===== src/rtl/seg7_scan_driver_if.sv =====
// rtl/seg7_scan_driver_if.sv - value-load bundle between a host and the 7-segment scan driver
//
// Signals:
//   value  4*DIGITS  hex value to display; nibble i shows on digit i (digit 0 = least significant)
//   load   1         one-cycle strobe that captures value into the pending buffer
//   upd    1         one-cycle pulse from the driver: its display register was just updated
//
// Modports:
//   master  host side: drives value/load, observes upd
//   slave   driver side: receives value/load, drives upd

interface seg7_scan_driver_if #(
    parameter int DIGITS = 4
);
    logic [4*DIGITS-1:0] value;
    logic                load;
    logic                upd;

    modport master (
        output value,
        output load,
        input  upd
    );

    modport slave (
        input  value,
        input  load,
        output upd
    );
endinterface


===== src/rtl/seg7_scan_driver.sv =====
// rtl/seg7_scan_driver.sv - time-multiplexed, double-buffered seven-segment display driver
//
// Parameters:
//   DIGITS          number of digits scanned (1..8)
//   CLK_DIV         clock cycles each digit is driven (>= 2)
//   SEG_ACTIVE_LOW  1: a lit segment drives 0
//   SEL_ACTIVE_LOW  1: the selected digit drives 0 on its led_select_o bit
//
// Ports:
//   clk_i         system clock, single domain
//   reset_i       synchronous, active-low reset
//   enable_i      1: scan runs; 0: display dark, scan position held
//   blank_lz_i    1: suppress leading zero digits (digit 0 is always shown)
//   bus           slave side of seg7_scan_driver_if (value/load in, upd out)
//   led_o         segments {g,f,e,d,c,b,a}, registered
//   led_select_o  digit enables, one-hot when active, registered

module seg7_scan_driver #(
    parameter int DIGITS         = 4,
    parameter int CLK_DIV        = 16,
    parameter bit SEG_ACTIVE_LOW = 1'b1,
    parameter bit SEL_ACTIVE_LOW = 1'b1
) (
    input  logic                clk_i,
    input  logic                reset_i,
    input  logic                enable_i,
    input  logic                blank_lz_i,
    seg7_scan_driver_if.slave   bus,
    output logic [6:0]          led_o,
    output logic [DIGITS-1:0]   led_select_o
);

    localparam int IDX_W = (DIGITS > 1) ? $clog2(DIGITS) : 1;
    localparam int CNT_W = $clog2(CLK_DIV);
    localparam int VAL_W = 4 * DIGITS;

    localparam logic [CNT_W-1:0]  CNT_LAST = CNT_W'(CLK_DIV - 1);
    localparam logic [IDX_W-1:0]  IDX_LAST = IDX_W'(DIGITS - 1);
    localparam logic [6:0]        SEG_OFF  = SEG_ACTIVE_LOW ? 7'h7F : 7'h00;
    localparam logic [DIGITS-1:0] SEL_OFF  = SEL_ACTIVE_LOW ? {DIGITS{1'b1}} : {DIGITS{1'b0}};

    // Hex font, active-high, bit order {g,f,e,d,c,b,a}.
    function automatic logic [6:0] font(input logic [3:0] nib);
        logic [6:0] seg;
        case (nib)
            4'h0:    seg = 7'h3F;
            4'h1:    seg = 7'h06;
            4'h2:    seg = 7'h5B;
            4'h3:    seg = 7'h4F;
            4'h4:    seg = 7'h66;
            4'h5:    seg = 7'h6D;
            4'h6:    seg = 7'h7D;
            4'h7:    seg = 7'h07;
            4'h8:    seg = 7'h7F;
            4'h9:    seg = 7'h6F;
            4'hA:    seg = 7'h77;
            4'hB:    seg = 7'h7C;
            4'hC:    seg = 7'h39;
            4'hD:    seg = 7'h5E;
            4'hE:    seg = 7'h79;
            default: seg = 7'h71;
        endcase
        return seg;
    endfunction

    logic [CNT_W-1:0]  cnt_q,  cnt_d;
    logic [IDX_W-1:0]  idx_q,  idx_d;
    logic [VAL_W-1:0]  disp_q, disp_d;
    logic [VAL_W-1:0]  pend_q, pend_d;
    logic              pv_q,   pv_d;
    logic              upd_q,  upd_d;
    logic [6:0]        led_q,  led_d;
    logic [DIGITS-1:0] sel_q,  sel_d;

    logic              last_cnt;
    logic              frame_end;
    logic              xfer_slot;

    // Scan position: dwell counter and digit index advance only while enabled,
    // so disabling freezes the scan mid-digit and re-enabling finishes the dwell.
    always_comb begin
        last_cnt  = (cnt_q == CNT_LAST);
        frame_end = enable_i && last_cnt && (idx_q == IDX_LAST);
        cnt_d     = cnt_q;
        idx_d     = idx_q;
        if (enable_i) begin
            if (last_cnt) begin
                cnt_d = '0;
                idx_d = (idx_q == IDX_LAST) ? '0 : idx_q + IDX_W'(1);
            end else begin
                cnt_d = cnt_q + CNT_W'(1);
            end
        end
    end

    // Double buffer. The display register only changes on the last cycle of a
    // frame (so a frame never mixes two values) or at any time while dark.
    // A load landing on a transfer slot bypasses the pending buffer.
    always_comb begin
        xfer_slot = !enable_i || frame_end;
        disp_d    = disp_q;
        pend_d    = pend_q;
        pv_d      = pv_q;
        upd_d     = 1'b0;
        if (xfer_slot && bus.load) begin
            disp_d = bus.value;
            pend_d = bus.value;
            pv_d   = 1'b0;
            upd_d  = 1'b1;
        end else if (xfer_slot && pv_q) begin
            disp_d = pend_q;
            pv_d   = 1'b0;
            upd_d  = 1'b1;
        end else if (bus.load) begin
            pend_d = bus.value;
            pv_d   = 1'b1;
        end
    end

    // Output decode from the current digit index and display register.
    // nz_from[i] is set when any nibble from i up to the top is non-zero;
    // a digit with nz_from clear is a leading zero.
    logic [DIGITS-1:0] nz_from;
    logic              nz_acc;
    logic [3:0]        cur_nib;
    logic              cur_blank;
    logic [DIGITS-1:0] sel_hot;
    logic [6:0]        seg_on;

    always_comb begin
        nz_acc = 1'b0;
        for (int i = DIGITS - 1; i >= 0; i--) begin
            nz_acc     = nz_acc | (disp_q[4*i +: 4] != 4'h0);
            nz_from[i] = nz_acc;
        end

        cur_nib   = 4'h0;
        cur_blank = 1'b0;
        sel_hot   = '0;
        for (int i = 0; i < DIGITS; i++) begin
            if (idx_q == IDX_W'(i)) begin
                cur_nib    = disp_q[4*i +: 4];
                cur_blank  = blank_lz_i && (i != 0) && !nz_from[i];
                sel_hot[i] = 1'b1;
            end
        end

        seg_on = cur_blank ? 7'h00 : font(cur_nib);

        if (enable_i) begin
            led_d = SEG_ACTIVE_LOW ? ~seg_on : seg_on;
            sel_d = SEL_ACTIVE_LOW ? ~sel_hot : sel_hot;
        end else begin
            led_d = SEG_OFF;
            sel_d = SEL_OFF;
        end
    end

    always_ff @(posedge clk_i) begin
        if (!reset_i) begin
            cnt_q  <= '0;
            idx_q  <= '0;
            disp_q <= '0;
            pend_q <= '0;
            pv_q   <= 1'b0;
            upd_q  <= 1'b0;
            led_q  <= SEG_OFF;
            sel_q  <= SEL_OFF;
        end else begin
            cnt_q  <= cnt_d;
            idx_q  <= idx_d;
            disp_q <= disp_d;
            pend_q <= pend_d;
            pv_q   <= pv_d;
            upd_q  <= upd_d;
            led_q  <= led_d;
            sel_q  <= sel_d;
        end
    end

    assign bus.upd      = upd_q;
    assign led_o        = led_q;
    assign led_select_o = sel_q;

endmodule


===== src/flat_wrapper.sv =====
// flat-port wrapper written by rule: the top's interface ports become plain ports
module seg7_scan_driver_flat 
#(
    parameter int DIGITS         = 4,
    parameter int CLK_DIV        = 16,
    parameter bit SEG_ACTIVE_LOW = 1'b1,
    parameter bit SEL_ACTIVE_LOW = 1'b1
)
  (clk_i, reset_i, enable_i, blank_lz_i, led_o, led_select_o, bus_value, bus_load, bus_upd);
  seg7_scan_driver_if #(.DIGITS(DIGITS)) bus_i ();
  input  logic clk_i;
  input  logic reset_i;
  input  logic enable_i;
  input  logic blank_lz_i;
  output logic [6:0] led_o;
  output logic [DIGITS-1:0] led_select_o;
  input wire logic [$bits(bus_i.value)-1:0] bus_value;
  input wire logic [$bits(bus_i.load)-1:0] bus_load;
  output wire logic [$bits(bus_i.upd)-1:0] bus_upd;
  assign bus_i.value = bus_value;
  assign bus_i.load = bus_load;
  assign bus_upd = bus_i.upd;
  seg7_scan_driver #(.DIGITS(DIGITS), .CLK_DIV(CLK_DIV), .SEG_ACTIVE_LOW(SEG_ACTIVE_LOW), .SEL_ACTIVE_LOW(SEL_ACTIVE_LOW)) u_core (.clk_i(clk_i), .reset_i(reset_i), .enable_i(enable_i), .blank_lz_i(blank_lz_i), .bus(bus_i), .led_o(led_o), .led_select_o(led_select_o));
endmodule

===== config.mk =====
export PLATFORM = sky130hd
export DESIGN_NAME = seg7_scan_driver_flat
export DESIGN_NICKNAME = d
export VERILOG_FILES = /design/src/rtl/seg7_scan_driver_if.sv /design/src/rtl/seg7_scan_driver.sv /design/src/flat_wrapper.sv
export SDC_FILE = /design/constraint.sdc
export NUM_CORES = 1
export LEC_CHECK = 0
export CORE_ASPECT_RATIO = 1.25
export CORE_MARGIN = 3
export CORE_UTILIZATION = 60
export CTS_BUF_LIST = sky130_fd_sc_hd__clkbuf_8
export DETAILED_ROUTE_END_ITERATION = 16
export PLACE_DENSITY = 0.85
export SLEW_MARGIN = 20
export SYNTH_ARGS = -nofsm -noshare
export SYNTH_HDL_FRONTEND = slang
export SYNTH_SLANG_ARGS = --single-unit

===== constraint.sdc =====
create_clock -name clk_i -period 3.5 [get_ports clk_i]
set_input_delay 0.35 -clock clk_i [delete_from_list [all_inputs] [get_ports clk_i]]
set_output_delay 0.35 -clock clk_i [all_outputs]
set_load 0.005 [all_outputs]

# == Word level (Yosys, flattened, before mapping) ==
# Memory sizes are Yosys's and may differ from the RTL's.
# Index checks and enable logic that the tools add are counted.
# op_classes
add_sub_neg,2
eq_ne,5
n_mux,21
bitwise,5
reduce_logical,22
# ops
op,count
2-to-1 mux 16 bit,5
2-to-1 mux 4 bit,5
nonzero test 4 bit,3
2-to-1 mux 1 bit,9
logical AND 1 bit,7
2-to-1 mux 7 bit,1
inverter 7 bit,1
AND reduction 2 bit,3
adder 4 x 1 -> 4 bit (second input constant),1
equality test 2 bit (second input constant),2
equality test 4 bit (second input constant),1
zero test 1 bit,4
inverter 4 bit,1
nonzero test 2 bit,2
OR reduction 3 bit,1
adder 2 x 1 -> 2 bit (second input constant),1
equality test 2 x 1 -> 1 bit (second input constant),1
zero test 2 bit,1
2-to-1 mux 2 bit,1
!= test 2 x 1 -> 1 bit (second input constant),1
OR 1 bit,2
logical OR 1 bit,1
inverter 1 bit,1
# totals
reg_bits,51
mem_bits_ro,112
input_bits,21
out_inout_bits,12
word_cells,64
memories,1
# memory_table
name,depth,word_bits,rd,rd_clocked_by_memory_dff,write_ports,line_no,rtl
(no name shown),16,7,1,0,0,seg7_scan_driver.sv:45,case (nib)

# == Depth between registers and ports, before layout ==
# depth
depth_word,10
depth_mapped,10
depth_no_buf,9

# == Worst setup path after synthesis ==
# OpenSTA, ideal clock, no wires.
# synth_path
path_kind,register to register
startpoint,reg u_core.idx_q[0]
endpoint,reg u_core.led_q[4] (netlist: u_core.led_o[4])
setup_ns,0.145
arrival_ns,1.937
required_ns,3.355
slack_ns,1.418
path_stages_with_launch,10
path_buffers,1
period_less_slack_ns,2.082
cell_sequence,dfxtp_1 -> ha_1 -> buf_6 -> nor2_1 -> a22o_1 -> a31oi_1 -> inv_1 -> ha_1 -> mux2i_1 -> o221ai_1
# synth_via
elab_chain_cells,8
word_cells_on_any_way,14
cone_classes,eq/ne (3); mux (8); bitwise (1); reduce/logical (1); memory (1)
# synth_lines
element,line_no,rtl
from (decl),seg7_scan_driver.sv:67,"logic [IDX_W-1:0] idx_q, idx_d;"
from (signal assigned),seg7_scan_driver.sv:171,idx_q <= idx_d;
zero test 2 bit,seg7_scan_driver.sv:141,if (idx_q == IDX_W'(i)) begin
2-to-1 mux 4 bit (4 in a row),seg7_scan_driver.sv:141,
memory read (16 x 7 bit),--,
2-to-1 mux 7 bit *,seg7_scan_driver.sv:148,seg_on = cur_blank ? 7'h00 : font(cur_nib);
inverter 7 bit *,seg7_scan_driver.sv:151,led_d = SEG_ACTIVE_LOW ? ~seg_on : seg_on;
to (signal assigned),seg7_scan_driver.sv:176,led_q <= led_d;
to (decl),seg7_scan_driver.sv:72,"logic [6:0] led_q, led_d;"
# Every way passes the cells marked *; elsewhere a longest branch is shown, timed or not.
# A chain may end at the register's enable or synchronous reset.

# == Final worst setup path ==
# layout_path
startpoint,reg u_core.idx_q[0]
endpoint,reg u_core.led_q[6] (netlist: u_core.led_o[6])
# Same word-level chain as after synthesis.

==> results by group <==
Drt
  – # DRC: 0
  – Vias per Instance: 5.90
  – DRT iter0 DRCs: 168
  – WL final: 5.56 mm
  – Antenna-violating nets left: 0
  – Vias: 2242
  – Avg WL per Cell: 14.6 um
  – Drt pass-1 iters: 5

GRT
  – Total Routing Usage GR: 23.9%
  – First-pass GRT wire length: 9.83 mm
  – Pin count of the biggest net entering global routing: 45
  – Grt total ovfl: 0
  – Initial antenna violation count: 0
  – Vias in the first global route: 2171

Logic synthesis
  – #FFs+latches synth: 51
  – Cells after synthesis: 303
  – Seq/Total Area, Yosys: 39.1%
  – Syn nets: 335
  – Top-area cell type share of the netlist area: 39.1%
  – Post-synth cell types: 45
  – Syn Std Cell Area: 2610 um^2
  – Most common cell in the netlist: nor2_1
  – Synth area leader: dfxtp_1
  – Yosys warning count: 0
  – Synth top area cells: dfxtp_1 39%, a21oi_1 7.7%, nor2_1 7.5%
  – Synth Flop Type: dfxtp_1
  – Post-synth EDFFs: 0
  – Synthesized area per cell: 8.61 um^2
  – Synth top cells by count: 52 x nor2_1, 51 x dfxtp_1, 40 x a21oi_1, 22 x nor2b_1, 20 x o221ai_1
  – Async S/R FF share, synth: 0%

Worst hold path
  – Worst hold stages: 2
  – Hold WC Path Type: flip-flop to flip-flop

Setup path
  – CP top delay family: compound AO/OA/AOI/OAI gates
  – Critical path launch point type: flip-flop
  – Peak per-stage delay on the critical path: 0.75 ns
  – Crit-path max FO: 15
  – R2R depth: 6
  – WP data required: 3.66 ns
  – WP buf/inv: 0
  – CP Depth: 6
  – Setup crit end kind: flip-flop
  – Crit Path Class: flip-flop to flip-flop
  – Cell Chain, Critical Path: ha_1 -> nor2_1 -> a311oi_2 -> and2b_1 -> a21oi_1 -> o221ai_1
  – Slowest stage cell on the critical path: a311oi_2
  – Critical Path AT: 2.77 ns

CTS
  – Clk_lat worst skew: 0.31 ns
  – Clk Tree Root Cell: clkbuf_8
  – CTS tree: done
  – Hold_buf cts: 0
  – Clk buf depth: 2
  – Cts repair resizes: 0
  – Setup Buffers After CTS: 0
  – CTS Sinks: 51
  – Worst-path clk slew: 0.09 ns
  – H-tree level count: 2
  – Number of CTS-inserted buffers: 5

Timing
  – Setup repair after global routing missed its margin: false
  – Relative max-transition margin: 42.7%
  – Crit share post-route: 74.6%
  – Worst Hold Margin: 0.517 ns
  – Clock Skew: 0.00764 ns
  – Final hold violation count: 0
  – Setup TNS: 0 ns
  – Final Critical Period: 2.61 ns
  – Final setup vio count: 0
  – Worst Max-Slew Pin Slew: 0.860 ns
  – Peak Freq: 383 MHz
  – Slew Limit Fails: 0

Final layout
  – Area grow syn2layout: 16.3%
  – Nets: 355
  – Design area: 3040 um^2
  – Layout cells sized above 1: 6.48%
  – # diodes: 0

Power and ir drop
  – Power Density: 413 nW/um^2
  – Maximum VDD drop: 0.275 mV
  – Tot Pwr: 1.25 mW
  – Static leakage: 1.19 nW

Floorplan
  – DIE AREA: 5180 um^2
  – Total I/O pin count: 33
  – Starting Density: 63.2%
  – FP Rows: 26
  – Core area: 4130 um^2
  – Die Ht: 79.7 um
  – Die span in x: 65.0 um

Placement
  – Port buffer count: 32
  – Post-DP HPWL: 3.81 mm
  – GPL Wtd Cong: 0.860
  – DP Area: 2920 um^2

Run status
  – Status: completed

Job
  – Max cap viols: 0
## area by class of cell
type | instances | area, um^2
Multi-Input combinational cell | 222 | 1450
Fill cell | 332 | 1090
Sequential cell | 51 | 1020
Timing Repair Buffer | 36 | 350
Clock buffer | 6 | 82.6
Tap cell | 56 | 70.1
Clock inverter | 2 | 35.0
Inverter | 7 | 26.3
## flip-flops by register name, summed over array words and instances (netlist names)
register,cells
u_core.led_o,7
u_core.pend_q,16
u_core.cnt_q,4
u_core.idx_q,2
u_core.disp_q,16
u_core.bus.upd,1
u_core.led_select_o,4
u_core.pv_q,1
## worst paths after layout
| path | start | end | slack [ns] |
|---|---|---|---|
| min | u_core.pend_q[9]$_SDFFE_PN0P_ | u_core.pend_q[9]$_SDFFE_PN0P_ | 0.52 |
| max reg2reg | u_core.idx_q[0]$_SDFFE_PN0P_ | u_core.led_o[6]$_SDFF_PN1_ | 0.89 |
| max | u_core.idx_q[0]$_SDFFE_PN0P_ | u_core.led_o[6]$_SDFF_PN1_ | 0.89 |
| min reg2reg | u_core.pend_q[9]$_SDFFE_PN0P_ | u_core.pend_q[9]$_SDFFE_PN0P_ | 0.52 |
## routing by layer
layer	global-route usage (%)	share of wire, %
met1	28.2	42
met4	9.73	1.6
met3	5.92	5.1
met2	40.8	52
met5	0	0
## placed cells by master (no fill, tap or decap), types with 7 or more instances in the layout
master and instances:
a21oi_1 40, clkdlybuf4s50_1 32, dfxtp_1 50, ha_1 11
inv_1 7, mux2i_1 19, nand2_1 15, nor2_1 52
nor2b_1 22, o221ai_1 20
## cell families (layout without fill, tap and decap cells)
group                      after synthesis  in the layout  share of synthesized area (%)
buffers and inverters                   30             51                           5.32
xor gates and xnor gates                 1              1                          0.336
AOI/OAI and AO/OA                       77             77                           20.7
DFF                                     51             51                           39.1
muxes                                   19             19                           7.29
and+or+nand+nor                        114            114                           22.0
adders and majority gates               11             11                           5.27
## power breakdown
| part | switching [mW] | internal (mW) |
|---|---|---|
| Sequential | 0.0298 | 0.614 |
| Combinational | 0.0932 | 0.0960 |
| Clock | 0.190 | 0.231 |
| Total | 0.313 | 0.941 |
## tightest hold or removal path, delay by kind of cell (launching register included)
kind / cells / cell delay [ns]
simple gates: 1 / 0.09
mux: 1 / 0.06
flops: 1 / 0.33
## stage by stage
step                      utilization, %  setup slack [ns]  std cells
after floorplan                        -              1.42        303
after global placement              70.6              1.09        372
after detailed placement            70.6             0.973        372
after CTS                           73.5             0.922        380
after global routing                73.5             0.665        380
final                               73.5             0.888        380
No activity file was read; power rests on OpenSTA's default activity.
